==> config.mk <==
export PLATFORM = sky130hd
export DESIGN_NAME = led_trail_pwm
export DESIGN_NICKNAME = d
export VERILOG_FILES = /design/src/rtl/led_pkg.sv /design/src/rtl/led_trail_channel.sv /design/src/rtl/led_trail_pwm.sv
export SDC_FILE = /design/constraint.sdc
export NUM_CORES = 1
export LEC_CHECK = 0
export ABC_AREA = 1
export CORE_MARGIN = 2
export CORE_UTILIZATION = 25
export CTS_CLUSTER_SIZE = 16
export DETAILED_ROUTE_END_ITERATION = 8
export GPL_TIMING_DRIVEN = 1
export SYNTH_ARGS = -nofsm -noshare
export SYNTH_HDL_FRONTEND = slang
export SYNTH_HIERARCHICAL = 1
export SYNTH_SLANG_ARGS = --single-unit
==> constraint.sdc <==
create_clock -name clk -period 2.98 [get_ports clk]
set_input_delay 0.894 -clock clk [delete_from_list [all_inputs] [get_ports clk]]
set_output_delay 0.894 -clock clk [all_outputs]
set_load 0.005 [all_outputs]
==> src/rtl/led_pkg.sv <==
// Shared constants for the LED chaser / trail family.
package led_pkg;

    localparam int LED_COUNT         = 8;
    localparam int PWM_BITS_DEFAULT  = 4;
    localparam int LEVEL_MAX_DEFAULT = (1 << PWM_BITS_DEFAULT) - 1;

endpackage

==> src/rtl/led_trail_channel.sv <==
// One LED: brightness level with set/decay, PWM compare and registered drive.
module led_trail_channel
    import led_pkg::*;
#(
    parameter int PWM_BITS   = PWM_BITS_DEFAULT,
    parameter int DECAY_STEP = 4
) (
    input  logic                clk,
    input  logic                rst,
    input  logic                pattern_bit,
    input  logic                decay_tick,
    input  logic [PWM_BITS-1:0] pwm_cnt,
    output logic                led
);

    localparam logic [PWM_BITS-1:0] LEVEL_MAX = '1;
    localparam logic [PWM_BITS-1:0] STEP      = PWM_BITS'(DECAY_STEP);

    logic [PWM_BITS-1:0] level;
    logic [PWM_BITS-1:0] level_next;

    // A lit pattern bit always wins over decay; decay saturates at zero.
    always_comb begin
        level_next = level;
        if (pattern_bit) begin
            level_next = LEVEL_MAX;
        end else if (decay_tick) begin
            level_next = (level > STEP) ? level - STEP : '0;
        end
    end

    always_ff @(posedge clk) begin
        if (rst) begin
            level <= '0;
            led   <= 1'b0;
        end else begin
            level <= level_next;
            led   <= (pwm_cnt < level);
        end
    end

endmodule

==> src/rtl/led_trail_pwm.sv <==
// Fading trail behind an 8-LED chaser: shared decay prescaler and PWM counter.
module led_trail_pwm
    import led_pkg::*;
#(
    parameter int PWM_BITS   = PWM_BITS_DEFAULT,
    parameter int DECAY_DIV  = 16,
    parameter int DECAY_STEP = 4
) (
    input  logic                 clk,
    input  logic                 rst,
    input  logic                 enable,
    input  logic [LED_COUNT-1:0] led_pattern,
    output logic [LED_COUNT-1:0] led_out,
    output logic                 frame_start
);

    localparam int DIV_W = (DECAY_DIV > 1) ? $clog2(DECAY_DIV) : 1;
    localparam logic [DIV_W-1:0]    PRESC_LAST = DIV_W'(DECAY_DIV - 1);
    localparam logic [PWM_BITS-1:0] PWM_LAST   = PWM_BITS'((1 << PWM_BITS) - 2);

    logic [DIV_W-1:0]    presc;
    logic [PWM_BITS-1:0] pwm_cnt;
    logic                decay_tick;

    assign decay_tick = enable && (presc == PRESC_LAST);

    always_ff @(posedge clk) begin
        if (rst) begin
            presc <= '0;
        end else if (enable) begin
            presc <= (presc == PRESC_LAST) ? '0 : presc + 1'b1;
        end
    end

    // Period is LEVEL_MAX cycles so that a full level gives 100% duty.
    always_ff @(posedge clk) begin
        if (rst) begin
            pwm_cnt     <= '0;
            frame_start <= 1'b0;
        end else begin
            pwm_cnt     <= (pwm_cnt == PWM_LAST) ? '0 : pwm_cnt + 1'b1;
            frame_start <= (pwm_cnt == '0);
        end
    end

    for (genvar i = 0; i < LED_COUNT; i++) begin : g_ch
        led_trail_channel #(
            .PWM_BITS   (PWM_BITS),
            .DECAY_STEP (DECAY_STEP)
        ) u_ch (
            .clk         (clk),
            .rst         (rst),
            .pattern_bit (led_pattern[i]),
            .decay_tick  (decay_tick),
            .pwm_cnt     (pwm_cnt),
            .led         (led_out[i])
        );
    end

endmodule

# == Word-level counts from Yosys, hierarchy flattened ==
# Index checks and enable logic that the tools add are counted.
# totals
wordCells,83
out_inout_bits,9
input_bits,11
ff_bits,49
# classes
n_eq_ne,2
n_addsub,10
muxes,25
magnitude_cmp,16
reduce_logical,11
# ops
cell,n
two-way mux 4 bit,25
greater-than comparator 4 x 3 -> 1 bit (second input constant),8
less-than comparator 4 bit,8
subtractor 4 x 3 -> 4 bit (second input constant),8
nonzero test 2 bit,8
adder 4 x 1 -> 4 bit (second input constant),2
equality test 4 bit (second input constant),2
zero test 4 bit,1
OR reduction 2 bit,1
logical AND 1 bit,1

# == Logic depth before layout (Yosys ltp) ==
# logic_depth
word_depth,4
depth_mapped,6
ltp_nobuf,6

# == Cells and area by module ==
# Netlist, hierarchy kept.
# by_module_without_submodules
module,cells_each,area_each_um2,seq_area_each_um2,instances
led_trail_channel,31,232.7,80.1,8
led_trail_pwm,51,406.6,180.2,1

# == Worst setup path before layout ==
# OpenSTA, ideal clock, no wires.
# synth_path
path_type,in2reg
from,input enable
to,register g_ch[0].u_ch.level[3]
setup_time_ns,0.122
t_arrival_ns,2.315
setup_slack_ns,0.543
required_ns,2.858
path_buffers,0
stages,5
cell_sequence,inv_1 -> nor2_1 -> inv_1 -> o21ai_0 -> a21oi_1
# synth_via
elab_chain_cells,2
# synth_rtl
item,line_no,text
start: declaration,led_trail_pwm.sv:11,"input logic enable,"
logical AND 1 bit,led_trail_pwm.sv:25,assign decay_tick = enable && (presc == PRESC_LAST);
net decay_tick,led_trail_pwm.sv:23,logic decay_tick;
nonzero test 2 bit (no source line),-,
end signal: assignment,led_trail_channel.sv:37,level <= level_next;
end: declaration,led_trail_channel.sv:19,logic [PWM_BITS-1:0] level;
# The timed path passes the listed nets, and every way through them passes these cells.
# A chain may end at the register's enable or synchronous reset.

# == Final worst setup path ==
# Same ends and word-level chain as after synthesis.

==> metrics.txt <==
Worst path slowest cell clkdlybuf4s50_1; RSZ-0062 raised after global routing no; TritonCTS clock tree done; post-synthesis sequential area ratio 36.18%; WS Path Type input port to flip-flop; worst slew pin tran 0.6233 ns; met3 Use GR 3.303%; CP max stage delay 0.57 ns; busiest layer in global routing met2; endpoints failing setup 0; Min-Delay Path Class flip-flop to flip-flop; Post-Syn Instances 299; Design Power 1.227 mW; Nets 367; #FFs+latches synth 41; Leak Pwr 1.245 nW; Ports 20; CP max FO 15; Die Wd 99.26 µm; f_max 473.4 MHz; synthesized cell area 2268 µm²; commonest non-fill, non-tap cells in the layout inv_1 (63), nand2_1 (55), dfxtp_1 (41), ha_1 (28), a21oi_1 (26); Initial Util 25.89%; vias per cell 4.197; detail-routed net length per standard cell 9.628 µm; H-tree levels 2; critical path arrival 2.29 ns; initial drt markers 65; Clock Sink Count 41; Antenna Nets Post-Route 0; Clk Latency, worst-skew pair 0.29 ns; Post-CTS Setup Bufs 0; layout cell share with drive strength beyond 1 16.16%; DRT Pass-1 Iters 4; Layout Area Growth over Synthesis 19.80%; met2 global-route usage 15.44%; grt ovf 0; most common cell after layout, fill and taps aside inv_1; Finished Core Util 31.01%; Remaining DRCs 0; crit end category flip-flop; Total Neg Setup Slack 0 ns; Worst setup SP type input port; Power Density 451.5 nW/µm²; DIE HEIGHT 99.26 µm; Peak VDD IR 0.1633 mV; die area 9852 µm²; Buf/Inv on CP 4; Syn Nets 338; gr usage total 9.220%; Cell Area, Placed 2631 µm²; Inserted Diodes 0; initial antenna violation count 0; first-pass GRT wire length 7.251 mm; crit-path leading delay family buffers and inverters; clock skew 0.005202 ns; Placement Rows 34; Hold Vio Cnt, Final 0; outcome finished clean; max-cap violations 0; global placer's final weighted congestion 0.7148; Placed Cells 429; Synth warnings 6; final cell count without fillers 436; Slew HR 58.39%; CTS buffer count 5; multi-input logic area 1184 µm²; drt total wl 4.198 mm; cell area after layout 2718 µm²; Core ar. 8763 µm²; mean post-synth cell area 7.587 µm²; CP Cell Sequence clkdlybuf4s50_1, inv_1, nor2_2, buf_4, inv_1, o21ai_0, a21oi_1; met1 usage 10.91%; Slew Viols, Final 0; Detailed Place HPWL 3.058 mm; required time worst endpoint 3.16 ns; Vias 1830; largest net degree at the start of global routing 34; Post-CTS Hold Buffers 0; maximum buffer depth of the clock tree 2; CP most frequent cell inv_1; clock root buffer clkbuf_8; Cell variety after synth 18; Reg clk slew, reported paths 0.07 ns; Tcrit/Tclk final 70.89%; Port Buffers 19; Reg area 820.8 µm²; Post-CTS Resized 0; Fillers 926; Final min period 2.112 ns; number of global-route vias before repair 1660
## synthesized netlist by cell type
master / count / area share, %
nor2_1: 17 / 2.8
dfxtp_1: 41 / 36
nand3_1: 11 / 2.4
o21ai_1: 1 / 0.22
nand4_1: 1 / 0.28
inv_2: 8 / 1.3
nor2_2: 1 / 0.28
nand2_1: 55 / 9.1
nand2_2: 9 / 2.5
ha_1: 28 / 15
nand3_2: 8 / 3.5
inv_1: 63 / 10
o21ai_2: 1 / 0.39
nor3_1: 1 / 0.22
xnor2_1: 2 / 0.77
o21ai_0: 10 / 2.2
a21oi_2: 16 / 6.2
a21oi_1: 26 / 5.7
## cell type report
| type | count | area share [%] |
|---|---|---|
| clock buffers | 7 | 3.177 |
| inverters | 71 | 9.807 |
| multi-input cells | 187 | 43.55 |
| flip-flops and latches | 41 | 30.20 |
| well taps | 108 | 4.972 |
| repair buffers | 22 | 8.287 |
## where the power goes
group | switching [mW] | internal, mW
sequential | 0.0397 | 0.593
clock | 0.186 | 0.184
combinational | 0.113 | 0.111
## stage by stage
step                      hold WS [ns]  worst slack, ns
after global routing            0.5061           0.6961
after detailed placement        0.4652           0.5555
after CTS                       0.4792           0.8611
after global placement          0.4658           0.6063
after floorplan                 0.4510           0.5435
final                           0.4762           0.8675
## tightest hold or removal path, cell delays in order (launching register included)
cell and delay [ns]:
dfxtp_1 0.33, nand2_2 0.07, a21oi_2 0.04
## sequential cells by signal, summed over array words and instances, names as in the netlist
name             count
g_ch.u_ch/led        8
presc                4
frame_start          1
pwm_cnt              4
g_ch.u_ch/level     24
## layer usage
metal  routed length [µm]  up-vias
met5                    0        -
met4                   40        0
met3                  156        3
met2                 1997       18
met1                 2004      822
li1                     -      987
## kinds of logic after synthesis
kind of cell    share of synthesized area (%)
flops                                   36.18
xor+xnor                               0.7723
simple gates                            21.13
buf+inv                                 11.75
fa+ha+maj                               15.44
compound gates                          14.73
## final timing paths
path | start | to | slack [ns] | cells after the start
worst max-delay path | enable | g_ch[0].u_ch/level[3] | 0.87 | 7
worst min-delay path | g_ch[0].u_ch/level[0] | g_ch[0].u_ch/level[0] | 0.48 | 2
worst max register to register | presc[0] | g_ch[0].u_ch/level[3] | 1.44 | 7
worst min register to register | g_ch[0].u_ch/level[0] | g_ch[0].u_ch/level[0] | 0.48 | 2
Note: power is estimated with default switching activity, not from simulation.
